--- config.mk ---
export PLATFORM = sky130hd
export DESIGN_NAME = kernel_fetch_scheduler
export DESIGN_NICKNAME = d
export VERILOG_FILES = /design/src/rtl/kernel_sched_pkg.sv /design/src/rtl/kernel_addr_tracker.sv /design/src/rtl/kernel_fetch_scheduler.sv
export SDC_FILE = /design/constraint.sdc
export NUM_CORES = 1
export LEC_CHECK = 0
export ABC_AREA = 1
export BUFFER_PORTS_ARGS = -buffer_cell sky130_fd_sc_hd__buf_2
export CORE_MARGIN = 5
export CORE_UTILIZATION = 30
export DETAILED_ROUTE_END_ITERATION = 8
export GPL_ROUTABILITY_DRIVEN = 0
export HOLD_SLACK_MARGIN = 0.05
export SLEW_MARGIN = 5
export SYNTH_ARGS = -nofsm -noshare
export SYNTH_HDL_FRONTEND = slang
export SYNTH_SLANG_ARGS = --single-unit
--- constraint.sdc ---
create_clock -name clk -period 4.39 [get_ports clk]
set_input_delay 0.878 -clock clk [delete_from_list [all_inputs] [get_ports clk]]
set_output_delay 0.878 -clock clk [all_outputs]
set_load 0.005 [all_outputs]
--- src/rtl/kernel_sched_pkg.sv ---
// rtl/kernel_sched_pkg.sv - shared state encoding, kernel count and burst sizing
package kernel_sched_pkg;

  localparam int NUM_KERNELS = 3;

  typedef enum logic [1:0] {
    ST_IDLE   = 2'd0,
    ST_SELECT = 2'd1,
    ST_ADDR   = 2'd2,
    ST_DATA   = 2'd3
  } sched_state_t;

  function automatic int unsigned bytes_per_burst(input int unsigned burst_len,
                                                  input int unsigned data_w);
    return burst_len * data_w / 8;
  endfunction

endpackage

--- src/rtl/kernel_addr_tracker.sv ---
// rtl/kernel_addr_tracker.sv - one kernel fetch pointer with end-of-region wrap/done handling
module kernel_addr_tracker
  import kernel_sched_pkg::*;
#(
  parameter int ADDR_W = 32,
  parameter int BYTES  = 64
) (
  input  logic              clk,
  input  logic              reset,
  input  logic              i_load,
  input  logic              i_clr_done,
  input  logic              i_advance,
  input  logic              i_wrap_en,
  input  logic [ADDR_W-1:0] i_start_addr,
  input  logic [ADDR_W-1:0] i_end_addr,
  output logic [ADDR_W-1:0] o_ptr,
  output logic              o_done
);

  logic [ADDR_W-1:0] r_ptr;
  logic              r_done;
  logic [ADDR_W-1:0] w_nxt;
  logic              w_past_end;

  // The sum wraps modulo 2^ADDR_W, so a region ending at the top of memory restarts at 0.
  assign w_nxt      = r_ptr + ADDR_W'(BYTES);
  assign w_past_end = w_nxt > i_end_addr;

  always_ff @(posedge clk) begin
    if (reset) begin
      r_ptr  <= '0;
      r_done <= 1'b0;
    end else begin
      if (i_load) begin
        r_ptr <= i_start_addr;
      end else if (i_advance) begin
        if (!w_past_end) begin
          r_ptr <= w_nxt;
        end else if (i_wrap_en) begin
          r_ptr <= i_start_addr;
        end
      end

      if (i_load || i_clr_done) begin
        r_done <= 1'b0;
      end else if (i_advance && w_past_end && !i_wrap_en) begin
        r_done <= 1'b1;
      end
    end
  end

  assign o_ptr  = r_ptr;
  assign o_done = r_done;

endmodule

--- src/rtl/kernel_fetch_scheduler.sv ---
// rtl/kernel_fetch_scheduler.sv - round-robin AXI burst reader feeding three kernel FIFOs
module kernel_fetch_scheduler
  import kernel_sched_pkg::*;
#(
  parameter int C_S_AXI_ID_WIDTH   = 3,
  parameter int C_S_AXI_ADDR_WIDTH = 32,
  parameter int C_S_AXI_DATA_WIDTH = 64,
  parameter int C_S_AXI_BURST_LEN  = 8,
  parameter int FIFO_DEPTH         = 128
) (
  input  logic                                      clk,
  input  logic                                      reset,
  input  logic                                      start,
  input  logic [NUM_KERNELS-1:0]                    skip_en,
  input  logic [NUM_KERNELS-1:0]                    wrap_en,
  input  logic [NUM_KERNELS*C_S_AXI_ADDR_WIDTH-1:0] kernel_start_addr,
  input  logic [NUM_KERNELS*C_S_AXI_ADDR_WIDTH-1:0] kernel_end_addr,
  input  logic [NUM_KERNELS*8-1:0]                  fifo_count,
  output logic [C_S_AXI_DATA_WIDTH-1:0]             fifo_wr_data,
  output logic [NUM_KERNELS-1:0]                    fifo_wr_en,
  output logic [NUM_KERNELS-1:0]                    kernel_done,
  output logic                                      busy,
  output logic                                      rd_error,
  output logic [C_S_AXI_ID_WIDTH-1:0]               M_axi_arid,
  output logic [C_S_AXI_ADDR_WIDTH-1:0]             M_axi_araddr,
  output logic                                      M_axi_arvalid,
  output logic [7:0]                                M_axi_arlen,
  output logic [2:0]                                M_axi_arsize,
  output logic [1:0]                                M_axi_arburst,
  output logic [3:0]                                M_axi_arcache,
  input  logic                                      M_axi_arready,
  input  logic [C_S_AXI_ID_WIDTH-1:0]               M_axi_rid,
  input  logic [C_S_AXI_DATA_WIDTH-1:0]             M_axi_rdata,
  input  logic [1:0]                                M_axi_rresp,
  input  logic                                      M_axi_rlast,
  input  logic                                      M_axi_rvalid,
  output logic                                      M_axi_rready
);

  localparam int          AW         = C_S_AXI_ADDR_WIDTH;
  localparam int          BYTES      = bytes_per_burst(C_S_AXI_BURST_LEN, C_S_AXI_DATA_WIDTH);
  localparam logic [8:0]  ELIG_LIMIT = 9'(FIFO_DEPTH - C_S_AXI_BURST_LEN);
  localparam logic [1:0]  LAST_KERN  = 2'(NUM_KERNELS - 1);

  sched_state_t                  r_state;
  sched_state_t                  w_state_nxt;
  logic [1:0]                    r_grant;
  logic [1:0]                    r_last_grant;
  logic                          r_flush;
  logic                          r_rd_error;
  logic [NUM_KERNELS-1:0]        r_wr_en;
  logic [C_S_AXI_DATA_WIDTH-1:0] r_wr_data;

  logic [NUM_KERNELS-1:0]        w_elig;
  logic [1:0]                    w_pick;
  logic [1:0]                    w_idx;
  logic                          w_pick_vld;
  logic                          w_ar_hs;
  logic                          w_beat;
  logic                          w_last;
  logic                          w_restart;
  logic                          w_reload;
  logic                          w_set_flush;
  logic [AW-1:0]                 w_ptr [NUM_KERNELS];
  logic                          w_unused_rid;

  assign w_unused_rid = ^M_axi_rid;

  // Occupancy is widened to 9 bits so the headroom test never underflows.
  always_comb begin
    w_elig = '0;
    for (int i = 0; i < NUM_KERNELS; i++) begin
      w_elig[i] = !skip_en[i] && !kernel_done[i] &&
                  ({1'b0, fifo_count[8*i +: 8]} <= ELIG_LIMIT);
    end
  end

  always_comb begin
    w_pick     = r_last_grant;
    w_pick_vld = 1'b0;
    w_idx      = '0;
    for (int k = 1; k <= NUM_KERNELS; k++) begin
      w_idx = 2'((int'(r_last_grant) + k) % NUM_KERNELS);
      if (!w_pick_vld && w_elig[w_idx]) begin
        w_pick     = w_idx;
        w_pick_vld = 1'b1;
      end
    end
  end

  assign w_ar_hs  = (r_state == ST_ADDR) && M_axi_arready;
  assign w_beat   = (r_state == ST_DATA) && M_axi_rvalid;
  assign w_last   = w_beat && M_axi_rlast;

  // A start that lands while a burst is in flight is deferred until that burst drains.
  assign w_restart   = start && ((r_state == ST_IDLE) || (r_state == ST_SELECT) ||
                                 ((r_state == ST_DATA) && w_last));
  assign w_set_flush = start && ((r_state == ST_ADDR) || ((r_state == ST_DATA) && !w_last));
  assign w_reload    = w_restart || (w_last && r_flush);

  always_comb begin
    w_state_nxt = r_state;
    case (r_state)
      ST_IDLE:   if (start) w_state_nxt = ST_SELECT;
      ST_SELECT: if (!start && w_pick_vld) w_state_nxt = ST_ADDR;
      ST_ADDR:   if (M_axi_arready) w_state_nxt = ST_DATA;
      ST_DATA:   if (w_last) w_state_nxt = ST_SELECT;
      default:   w_state_nxt = ST_IDLE;
    endcase
  end

  always_ff @(posedge clk) begin
    if (reset) begin
      r_state      <= ST_IDLE;
      r_grant      <= '0;
      r_last_grant <= LAST_KERN;
      r_flush      <= 1'b0;
      r_rd_error   <= 1'b0;
      r_wr_en      <= '0;
      r_wr_data    <= '0;
    end else begin
      r_state <= w_state_nxt;

      if ((r_state == ST_SELECT) && (w_state_nxt == ST_ADDR)) begin
        r_grant      <= w_pick;
        r_last_grant <= w_pick;
      end else if (w_reload) begin
        r_last_grant <= LAST_KERN;
      end

      if (w_set_flush) begin
        r_flush <= 1'b1;
      end else if (w_last) begin
        r_flush <= 1'b0;
      end

      if (start) begin
        r_rd_error <= 1'b0;
      end else if (w_beat && (M_axi_rresp != 2'b00)) begin
        r_rd_error <= 1'b1;
      end

      r_wr_en <= (w_beat && !r_flush) ? (NUM_KERNELS'(1) << r_grant) : '0;
      if (w_beat) begin
        r_wr_data <= M_axi_rdata;
      end
    end
  end

  for (genvar g = 0; g < NUM_KERNELS; g++) begin : g_trk
    kernel_addr_tracker #(
      .ADDR_W (AW),
      .BYTES  (BYTES)
    ) u_trk (
      .clk          (clk),
      .reset        (reset),
      .i_load       (w_reload),
      .i_clr_done   (start),
      .i_advance    (w_ar_hs && (r_grant == 2'(g))),
      .i_wrap_en    (wrap_en[g]),
      .i_start_addr (kernel_start_addr[g*AW +: AW]),
      .i_end_addr   (kernel_end_addr[g*AW +: AW]),
      .o_ptr        (w_ptr[g]),
      .o_done       (kernel_done[g])
    );
  end

  assign fifo_wr_data  = r_wr_data;
  assign fifo_wr_en    = r_wr_en;
  assign rd_error      = r_rd_error;
  assign busy          = (r_state != ST_IDLE);
  assign M_axi_arvalid = (r_state == ST_ADDR);
  assign M_axi_rready  = (r_state == ST_DATA);
  assign M_axi_araddr  = w_ptr[r_grant];
  assign M_axi_arid    = C_S_AXI_ID_WIDTH'(1);
  assign M_axi_arlen   = 8'(C_S_AXI_BURST_LEN - 1);
  assign M_axi_arsize  = 3'($clog2(C_S_AXI_DATA_WIDTH / 8));
  assign M_axi_arburst = 2'b01;
  assign M_axi_arcache = 4'b0011;

endmodule

==> out/results.ini <==
[run_status]
outcome = finished clean

[sta]
slew_headroom_pct = 26.7
hold_slack_ps = 461
clock_skew_ps = 14.7
fin_crit_sh_pct = 88.6
setup_tns_ps = 0
fmax_mhz = 257
drv_slew = 0
hold_viol = 0
tightest_slew_ps = 1100
rsz0062_at_grt = no
period_minus_slack_ps = 3890
setup_viol = 0

[detailed_routing]
first_pass_iters = 5
avgRoutedWirePerCell_um = 17.2
drc_errors = 0
drt_iter0_drc = 923
via_per_inst = 4.86
detail_route.wirelength_mm = 50.9
vias = 14400
ant_nets = 0

[synth]
syn-mean-instance-area_um2 = 6.26
synth.area.top_cells = dfxtp_1 27%, nand2_1 17%, ha_1 10%, nor2_1 7.9%, inv_1 7.9%
synth_area_um2 = 12800
synth_mux_area_share_pct = 0
synth_top_area_cell = dfxtp_1
yosys_register_bits = 174
yosys-top-cells-count = 584 x nand2_1, 271 x nor2_1, 269 x inv_1
post-synth-top-count-cell = nand2_1
ys_warn_count = 0
synth_top_family_by_area = simple AND/OR/NAND/NOR gates
ys_types = 45
ys_async_sr_fraction_pct = 0
synth-edff-count = 0
synth-simple-area-share_pct = 34.5
yosysSeqAreaShare_pct = 27.1
synthXorXnorAreaFrac_pct = 4.37
synth_compound_area_share_pct = 11.6
netlist.area_leader.share_pct = 27.1
syn_inst = 2050
synth_adder_area_share_pct = 10.0
ys.flop_type = dfxtp_1

[final_layout]
instances_no_fill = 2961
layout-drive-gt1-share_pct = 20.4
num-fill-cells = 4630
antenna_cells = 0
finalNetCount = 2809
area_growth_pct = 23.5

[clock_network]
clk_pin_slew_ps = 80
clock_sinks = 174
clock_latency_ps = 460
cts_buffers = 17
clock_path_buffers = 2
cts_tree = done
htreeDepth = 4
cts-root-buf = clkbuf_16
cts_setup_buffers = 0

[floorplanning]
rows = 75
num_io_pins = 423
die_y_um = 217
core_um2 = 42100
die_w_um = 217
initial_core_util_pct = 30.5
die_area_um2 = 47000

[global_route]
grt_pass1_wl_mm = 77.6
overflow = 0
grt_max_degree = 81
grt_usage_pct = 20.9
grt_pass1_vias = 14200
antenna_found_initial = 11

[worst_hold_path]
min_path_type = reg2reg
hold_depth = 2

[placed_design]
hpwl_mm = 41.9
portBuffers = 399
dp_cells = 2929

[critical_path]
crit_required_ps = 4740
rr_worst_depth = 19
crit_arrival_ps = 4240
cp-end-kind = flop
timing_worst_setup_path_type = reg2reg
crit_path_start_kind = flop
critPathMaxFanout = 25

[power]
ir_drop_v = 0.000291
power_density_nw_per_um2 = 306
p_leak_nw = 8.27

[flow_run]
maxCapViolations = 0

-- cells in the final DEF, fill, tap and decap left out, types with 7 or more instances in the layout --
master     Yosys  final
nor2_1       271    271
o21ai_1       11     11
nand4_1       37     37
conb_1         2     20
inv_1        269    268
clkbuf_16      0     17
o221ai_1       8      8
xnor2_1        8      8
nand2_1      584    584
dfxtp_1      174    174
nand3_1      100    100
xor2_1        56     56
a21oi_1      130    130
o211ai_1      12     12
o21ai_0       94     94
buf_4         34     19
nor4_1         7      7
nor3_1        25     25
ha_1         103    103
buf_2         18    399
-- layer usage --
| layer | part of all wire, % | wire length, µm | track usage [%] | vias to the layer above |
|---|---|---|---|---|
| li1 | - | - | - | 7178 |
| met1 | 42 | 21500 | 26.1 | 6555 |
| met4 | 3.3 | 1670 | 7.48 | 22 |
| met5 | 0.23 | 116 | 0 | - |
| met3 | 8.0 | 4080 | 5.50 | 97 |
| met2 | 46 | 23500 | 34.8 | 526 |
-- state kept, by name, indices dropped and copies added, names as in the netlist --
name	flops
rd_error	1
fifo_wr_en	3
r_last_grant	2
g_trk.u_trk.o_done	3
r_flush	1
fifo_wr_data	64
g_trk.u_trk.o_ptr	96
r_state	2
r_grant	2
-- kinds of logic (layout without fill, tap and decap cells) --
kind of cell | count (synthesis) | after routing
buf+inv | 373 | 727
xor+xnor | 64 | 64
simple gates | 1061 | 1061
flops | 174 | 174
other cells | 2 | 20
fa+ha+maj | 103 | 103
compound gates | 273 | 273
-- path summary, 6_finish.rpt --
check	start	end	slack, ps
worst max-delay path	g_trk[0].u_trk.o_ptr[6]$_SDFFE_PP0P_	g_trk[0].u_trk.o_ptr[23]$_SDFFE_PP0P_	500
worst max register to register	g_trk[0].u_trk.o_ptr[6]$_SDFFE_PP0P_	g_trk[0].u_trk.o_ptr[23]$_SDFFE_PP0P_	500
worst min register to register	fifo_wr_data[47]$_SDFFE_PP0P_	fifo_wr_data[47]$_SDFFE_PP0P_	460
worst min-delay path	fifo_wr_data[47]$_SDFFE_PP0P_	fifo_wr_data[47]$_SDFFE_PP0P_	460
-- final cells by class --
class / count / area, µm² / share of cell area, %
Tap cell: 539 / 674 / 4.26
Timing Repair Buffer: 420 / 2180 / 13.8
Sequential cell: 174 / 3480 / 22.0
Clock buffer: 19 / 453 / 2.86
Inverter: 275 / 1030 / 6.53
Multi-Input combinational cell: 1521 / 7850 / 49.5
Clock inverter: 13 / 169 / 1.07
-- what timing repair did --
action | in CTS | in global routing
setup endpoints to repair | 0 | 3
resized for setup | 0 | 1
hold buffers | 0 | 0
hold endpoints to repair | 0 | 0
-- power by group --
group	switching (W)	internal [W]
clock network	0.000746	0.000893
registers	0.000146	0.00169
logic	0.000859	0.000510
-- critical path: stages (launching register included) --
cell and delay, ps:
dfxtp_1 430, ha_1 260, nand3_1 150, nor2_2 170
inv_1 110, nor2_4 140, nand2_1 100, nor2_1 130
xor2_1 220, inv_1 90, ha_1 290, nand2_1 50
nor2_1 130, inv_1 80, nor3_2 280, nand4_2 250
nand4_4 220, nand2_2 320, nor2_1 270, nor2_1 70
-- stage by stage --
step / total power [W] / worst slack [ps] / utilization, % / cell area [µm²]
after floorplan: 0.00270 / 1240 / - / 12900
after global placement: 0.00319 / 500 / 36.1 / 15200
after detailed placement: 0.00322 / 457 / 36.1 / 15200
after CTS: 0.00488 / 428 / 37.6 / 15800
after global routing: 0.00515 / 15.7 / 37.6 / 15800
final: 0.00484 / 502 / 37.6 / 15800
No activity file was read; power rests on OpenSTA's default activity.
